### config.mk
export PLATFORM = sky130hd
export DESIGN_NAME = scan_decoder
export DESIGN_NICKNAME = d
export VERILOG_FILES = /design/src/rtl/scan_decoder.sv
export SDC_FILE = /design/constraint.sdc
export NUM_CORES = 1
export LEC_CHECK = 0
export BUFFER_PORTS_ARGS = -buffer_cell sky130_fd_sc_hd__clkbuf_2
export CAP_MARGIN = 20
export CORE_AREA = 2 2 39 41
export CTS_CLUSTER_SIZE = 16
export DETAILED_ROUTE_END_ITERATION = 16
export DIE_AREA = 0 0 41 43
export HOLD_SLACK_MARGIN = 0.08
export PLACE_DENSITY = 0.66
export SLEW_MARGIN = 20
export SYNTH_ARGS = -nofsm -noshare
export SYNTH_HDL_FRONTEND = slang
export SYNTH_SLANG_ARGS = --single-unit
export TNS_END_PERCENT = 30
### constraint.sdc
create_clock -name clk -period 2.25 [get_ports clk]
set_input_delay 0.45 -clock clk [delete_from_list [all_inputs] [get_ports clk]]
set_output_delay 0.45 -clock clk [all_outputs]
set_load 0.005 [all_outputs]
### src/rtl/scan_decoder.sv
// Registered SEL_W-to-2**SEL_W one-hot select decoder with direct and prescaled auto-scan modes.
// Define SCAN_DIR_EN to add the `dir` input (0 = scan up, 1 = scan down).
module scan_decoder #(
  parameter int unsigned SEL_W      = 2,
  parameter int unsigned DIV        = 4,
  parameter bit          ACTIVE_LOW = 1'b0
) (
  input  logic                  clk,
  input  logic                  rst,
  input  logic                  en,
  input  logic                  mode,
  input  logic [SEL_W-1:0]      sel,
  input  logic                  load,
`ifdef SCAN_DIR_EN
  input  logic                  dir,
`endif
  output logic [2**SEL_W-1:0]   out,
  output logic [SEL_W-1:0]      idx,
  output logic                  tick
);

  localparam int unsigned NOUT  = 2**SEL_W;
  localparam int unsigned PW    = $clog2(DIV) + 1;
  localparam logic [PW-1:0] PTERM = PW'(DIV - 1);
  localparam logic [NOUT-1:0] INACTIVE = {NOUT{ACTIVE_LOW}};

  typedef enum logic [1:0] {
    ST_IDLE   = 2'd0,
    ST_DIRECT = 2'd1,
    ST_SCAN   = 2'd2
  } state_e;

  state_e            state_q, state_d;
  logic [SEL_W-1:0]  idx_q, idx_d;
  logic [PW-1:0]     presc_q, presc_d;
  logic [PW-1:0]     presc_cur;
  logic              tick_q, tick_d;
  logic [NOUT-1:0]   out_q, out_d;
  logic [SEL_W-1:0]  idx_step;

  function automatic logic [NOUT-1:0] decode(input logic [SEL_W-1:0] s);
    logic [NOUT-1:0] oh;
    oh = NOUT'(1) << s;
    return oh ^ {NOUT{ACTIVE_LOW}};
  endfunction

  // Scan step direction.
  always_comb begin
`ifdef SCAN_DIR_EN
    idx_step = dir ? (idx_q - SEL_W'(1)) : (idx_q + SEL_W'(1));
`else
    idx_step = idx_q + SEL_W'(1);
`endif
  end

  // Next state and datapath; the prescaler restarts from 0 whenever scan is freshly entered.
  always_comb begin
    state_d   = state_q;
    idx_d     = idx_q;
    presc_d   = presc_q;
    presc_cur = '0;
    tick_d    = 1'b0;
    out_d     = INACTIVE;

    if (!en) begin
      state_d = ST_IDLE;
    end else if (!mode) begin
      state_d = ST_DIRECT;
    end else begin
      state_d = ST_SCAN;
    end

    case (state_d)
      ST_IDLE: begin
        out_d = INACTIVE;
      end
      ST_DIRECT: begin
        idx_d   = sel;
        presc_d = '0;
        out_d   = decode(sel);
      end
      ST_SCAN: begin
        presc_cur = (state_q == ST_SCAN) ? presc_q : '0;
        if (load) begin
          idx_d   = sel;
          presc_d = '0;
        end else if (presc_cur == PTERM) begin
          presc_d = '0;
          idx_d   = idx_step;
          tick_d  = 1'b1;
        end else begin
          presc_d = presc_cur + PW'(1);
        end
        out_d = decode(idx_d);
      end
      default: begin
        state_d = ST_IDLE;
      end
    endcase
  end

  always_ff @(posedge clk) begin
    if (rst) begin
      state_q <= ST_IDLE;
      idx_q   <= '0;
      presc_q <= '0;
      tick_q  <= 1'b0;
      out_q   <= INACTIVE;
    end else begin
      state_q <= state_d;
      idx_q   <= idx_d;
      presc_q <= presc_d;
      tick_q  <= tick_d;
      out_q   <= out_d;
    end
  end

  assign out  = out_q;
  assign idx  = idx_q;
  assign tick = tick_q;

endmodule

==> metrics, run 1 <==
depth of the most critical reg-to-reg path=6; Port Buffers=13; Longest Clk Path Bufs=2; number of cells upsized or downsized after cts=0; via/cell ratio=5.311; result of the run=completed; pin count of the biggest net entering global routing=10; worst vdd ir=0.3228 mV; Tmin final=1.671 ns; detailed-placement wirelength estimate=852 um; unrepaired setup endpoints after global routing=no; first-pass GRT wire length=1.807 mm; Hold Path Class=input port to flip-flop; count of flip-flops with a built-in enable after synthesis=0; worst-case setup margin in the final layout=0.5788 ns; area added between synthesis and finish=16.96%; Worst Tran Pin Value=0.2414 ns; die width=41 um; cell with the biggest individual delay on the critical path=sky130_fd_sc_hd__dfxtp_1; via count=478; TritonCTS clock tree=built; proportion of netlist area held by the largest area contributor=42.29%; cell types with the highest counts after synthesis=sky130_fd_sc_hd__dfxtp_1, sky130_fd_sc_hd__nor2_1, sky130_fd_sc_hd__xnor2_1; num ports=14; number of max-cap violations=0; count of TritonRoute iterations in the first routing pass=4; fraction of layout cells with a size suffix above 1=29.73%; # diodes=0; post-route setup TNS=0 ns; detailed-route wire length=1.102 mm; layout net count=84; cell-by-cell listing of the critical path=and2b_1 -> and2_1 -> ha_1 -> and3_1 -> xnor2_1 -> o32ai_1; via count of the first global-routing pass=411; row count=14; number of flip-flops and latches in the synthesized netlist=12; post-synthesis cell count=59; Worst Clk Skew=0.001225 ns; standard cell area after detailed placement=641.9 sq um; vertical extent of the die=43 um; Non-Filler Instances=90; hold wc startpoint=mode; hold-critical path endpoint=state_q[0]; buffer and inverter count on the worst path=0; summed area of non-filler cells in the final layout=664.4 sq um; Final Max Slew Viols=0; ranking of synthesized cells by area=sky130_fd_sc_hd__dfxtp_1, sky130_fd_sc_hd__xnor2_1, sky130_fd_sc_hd__o31ai_1; crit-path max FO=4; worst-case register-to-register setup slack=0.58 ns; library cell with the largest summed area after synthesis=sky130_fd_sc_hd__dfxtp_1; critical path data required time=2.43 ns; post-synthesis instance area=568.0 sq um; leading register cell type out of synthesis=sky130_fd_sc_hd__dfxtp_1; final hold violation count=0; cell type group with the largest total delay on the critical path=simple AND/OR/NAND/NOR gates; timing-limited maximum frequency=598.4 MHz; distinct cell type count after synthesis=29; iteration-0 DRC count of the detailed router=6; Data arrival, critical path=1.85 ns; slowest stage delay, CP=0.32 ns; number of clock sinks=12; root buffer cell=sky130_fd_sc_hd__clkbuf_4; slew margin rel.=83.79%; DRC=0; Clk Latency, worst-skew pair=0.28 ns; total clock buffers created by CTS=3; Initial Utilization=41.05%; count of H-tree levels built during CTS=1; sum of overflow across all layers after global routing=0; ratio of total power to cell area=606.7 nW/um^2; final setup violation count=0; Yosys warning total=0; number of antenna violations at the first check in global routing=0; leakage power of the design=0.2857 nW; CORE AREA=1384 sq um; cell count after placement=87; count of hold-fix buffers inserted at cts=0; FFs w/ async S/R, synth=0%; weighted congestion at the end of routability-driven global placement=0.8592; Critical Setup Path Class=flip-flop to flip-flop; Synth Net Count=67; depth of the worst hold-timing path=2; Critical Path Sink Type=flip-flop; clock transition at the registers of the reported paths=0.07 ns; period utilisation layout=74.27%; pre-CTS setup slack=0.6018 ns; Setup crit start kind=flip-flop; fill cell total of the finished layout=146; Post-CTS Setup Inserts=0; sequential share of the synthesized area=42.29%; post-route ant nets=0; launch point of the worst reg-to-reg path=state_q[0]; average cell area after synthesis=9.628 sq um; die area=1763 sq um; overall track demand over capacity in global routing=15.46%; routed wire length per instance=12.24 um; endpoint of the worst-slack reg-to-reg timing path=out[3]; post-layout util=48.01%; top-count cell post-synth=sky130_fd_sc_hd__dfxtp_1
-- report_power, final --
group	switching (mW)	internal [mW]	total, mW	leakage [nW]
clock network	0.0704	0.0622	0.133	0.0138
logic	0.0263	0.0211	0.0474	0.174
registers	0.00420	0.219	0.223	0.0978
-- through the flow --
stage | hold slack (ns) | total power, mW
final | 0.3900 | 0.4031
after CTS | 0.3963 | 0.4018
after floorplan | 0.4507 | 0.2548
after detailed placement | 0.4813 | 0.2755
after global routing | 0.4060 | 0.4191
after global placement | 0.4776 | 0.2750
-- logic make-up after synthesis --
group | Yosys count | share of synthesized area (%)
DFF | 12 | 42.29
and+or+nand+nor | 25 | 26.65
AOI/OAI and AO/OA | 13 | 18.72
adders and majority gates | 1 | 2.202
xor gates and xnor gates | 4 | 6.167
buffers and inverters | 4 | 3.964
-- worst max-delay path by stage --
| stage | start | cells after the start | end | slack, ns |
|---|---|---|---|---|
| final | state_q[0] | 6 | out[3] | 0.58 |
| after global routing | state_q[0] | 6 | out[3] | 0.48 |
| after floorplan | state_q[0] | 7 | out[3] | 0.69 |
| after detailed placement | state_q[0] | 6 | out[3] | 0.60 |
| after CTS | state_q[0] | 6 | out[3] | 0.58 |
| after global placement | state_q[0] | 6 | out[3] | 0.64 |
-- sequential cells by signal (all words and copies together), names as in the netlist --
register  cells
out           4
presc_q       3
idx           2
state_q       2
tick          1
-- per-layer routing --
layer / vias up / GRT usage (%) / wire length [um]
met1: 215 / 19.61 / 502
met3: 5 / 3.141 / 36
met4: 0 / 12.00 / 43
met2: 13 / 21.56 / 520
met5: - / 0 / 0
li1: 245 / - / -
-- layout make-up --
cell class | instances | area [sq um] | share of cell area, %
multi-input cells | 43 | 305.3 | 45.95
flip-flops and latches | 12 | 240.2 | 36.16
well taps | 16 | 20.02 | 3.013
inverters | 3 | 11.26 | 1.695
repair buffers | 13 | 65.06 | 9.793
clock buffers | 3 | 22.52 | 3.390
-- cells in the final DEF (no fill, tap or decap), drive strengths merged --
cell type,instances
nor2,7
ha,1
nand3b,2
a2bb2oi,1
nand3,1
and2b,1
and3b,1
o21ai,1
nand2,4
and3,1
xnor2,4
o32ai,3
inv,3
a21oi,1
or4,1
o31a,1
o21a,1
a22oi,2
o31ai,3
nand2b,2
dfxtp,12
nand4b,2
and2,3
clkbuf,16
No activity file was read; power rests on OpenSTA's default activity.
==> run 2: changes to the inputs <==
- PLACE_DENSITY: 0.66 -> 0.69
- clock period: 2.25 -> 1.35 ns (I/O delays scaled with it)
==> run 2 against run 1 <==
The run now ends with negative setup slack left. Core utilization up 5.4 points. Clock power up 110%. Flip-flop and latch count unchanged. Critical path type unchanged.
==> metrics, run 2 (same netlist as run 1, synthesis figures left out) <==
net switching power=0.1722 mW; ratio of total power to cell area=1006 nW/um^2; iteration-0 DRC count of the detailed router=6; timing-limited maximum frequency=660.3 MHz; Critical Setup Path Class=flip-flop to flip-flop; number of antenna violations at the first check in global routing=0; leakage power of the design=0.3126 nW; first-pass GRT wire length=1.766 mm; overall track demand over capacity in global routing=14.89%; pin count of the biggest net entering global routing=10; detailed-placement wirelength estimate=854.9 um; worst vdd ir=0.5031 mV; critical path data required time=1.53 ns; via/cell ratio=5.084; via count=483; Data arrival, critical path=1.69 ns; commonest non-fill, non-tap cell in the layout=sky130_fd_sc_hd__clkbuf_2; Critical Path Sink Type=flip-flop; Hold Slack=0.2143 ns; power share of the clock group=38.1%; highest-count cells in the layout ignoring fill and taps=sky130_fd_sc_hd__clkbuf_2, sky130_fd_sc_hd__dfxtp_1, sky130_fd_sc_hd__nor2_1, sky130_fd_sc_hd__buf_4; DRC=0; cell-by-cell listing of the critical path=and2b_1 -> and2_4 -> ha_4 -> and3_4 -> xnor2_2 -> o32ai_1; Clk Latency, worst-skew pair=0.27 ns; total design power=0.7441 mW; root buffer cell=sky130_fd_sc_hd__clkbuf_4; crit-path max FO=4; count of TritonRoute iterations in the first routing pass=2; Tmin final=1.514 ns; detailed-route wire length=1.101 mm; Port Buffers=13; Largest register FFs=4; Worst Clk Skew=0.0008642 ns; final hold violation count=0; slowest stage delay, CP=0.32 ns; via count of the first global-routing pass=428; design internal power=0.5718 mW; unrepaired setup endpoints after global routing=yes; number of clock sinks=12; layout net count=88; cell with the biggest individual delay on the critical path=sky130_fd_sc_hd__dfxtp_2; # diodes=0; final setup violation count=6; die area=1763 sq um; Hold Path Class=input port to flip-flop; proportion of total power due to net switching=23.15%; buffer and inverter count on the worst path=0; power share of the combinational group=11.8%; post-route setup TNS=-0.6592 ns; weighted congestion at the end of routability-driven global placement=0.7749; number of max-cap violations=0; result of the run=complete, but fails checks; count of H-tree levels built during CTS=1; die width=41 um; violations in the final reports=negative setup slack; worst-case setup margin in the final layout=-0.1644 ns; total clock buffers created by CTS=3; Longest Clk Path Bufs=2; Worst Tran Pin Value=0.2309 ns; vertical extent of the die=43 um; routed wire length per instance=11.59 um; slew margin rel.=84.50%; fraction of layout cells with a size suffix above 1=41.77%; clock transition at the registers of the reported paths=0.07 ns; TritonCTS clock tree=built; sequential share of power=50.1%; cell type group with the largest total delay on the critical path=simple AND/OR/NAND/NOR gates; post-route ant nets=0; Setup crit start kind=flip-flop; sum of overflow across all layers after global routing=0; Final Max Slew Viols=0; period utilisation layout=112.2%; num ports=14; Initial Utilization=41.05%; row count=14; area added between synthesis and finish=30.18%; CORE AREA=1384 sq um
[run 2: power groups by stage]
stage	clock [mW]	sequential, mW	combinational [mW]
global placement	0	0.381	0.0843
CTS	0.286	0.372	0.0861
finish	0.283	0.373	0.0882
detailed placement	0	0.381	0.0841
floorplan	0	0.381	0.0463
global route	0.307	0.375	0.0960
[run 2: final cells by class]
cell class,instances,area (sq um)
fillers,124,644.4
multi-input cells,43,335.3
flip-flops and latches,12,241.5
repair buffers,17,95.09
clock buffers,4,36.28
well taps,16,20.02
inverters,3,11.26
[run 2: worst reg2reg max path: stages (launching register included)]
cell	delay, ns
sky130_fd_sc_hd__dfxtp_2	0.32
sky130_fd_sc_hd__and2b_1	0.20
sky130_fd_sc_hd__and2_4	0.15
sky130_fd_sc_hd__ha_4	0.15
sky130_fd_sc_hd__and3_4	0.18
sky130_fd_sc_hd__xnor2_2	0.14
sky130_fd_sc_hd__o32ai_1	0.27
[run 2: routing by layer]
layer | vias up | global-route usage, % | part of all wire, %
met5 | - | 0 | 0
li1 | 254 | - | -
met3 | 2 | 4.712 | 3.5
met1 | 216 | 17.48 | 46
met2 | 11 | 22.81 | 50
met4 | 0 | 8.000 | 0.64
[run 2: per-stage QoR]
stage / setup WS [ns] / cell area [sq um] / instances / util [%]
final: -0.1644 / 739.5 / 95 / 53.44
after global routing: -0.2276 / 739.5 / 95 / 53.44
after CTS: -0.1526 / 730.7 / 94 / 52.80
after detailed placement: -0.1419 / 686.9 / 89 / 49.64
after global placement: -0.09215 / 686.9 / 89 / 49.64
after floorplan: -0.1441 / 598.1 / 59 / -
[run 2: what timing repair did]
action	4_1_cts	5_1_grt
pin swaps	1	3
resized for setup	0	2
hold buffers	0	0
setup endpoints to repair	6	7
buffers inserted	1	1
[run 2: final timing paths]
path	start	to	slack [ns]	cells after the start
min	mode	state_q[0]	0.21	2
min reg2reg	presc_q[1]	presc_q[1]	0.52	2
max reg2reg	state_q[0]	out[3]	-0.16	6
max	state_q[0]	out[3]	-0.16	6
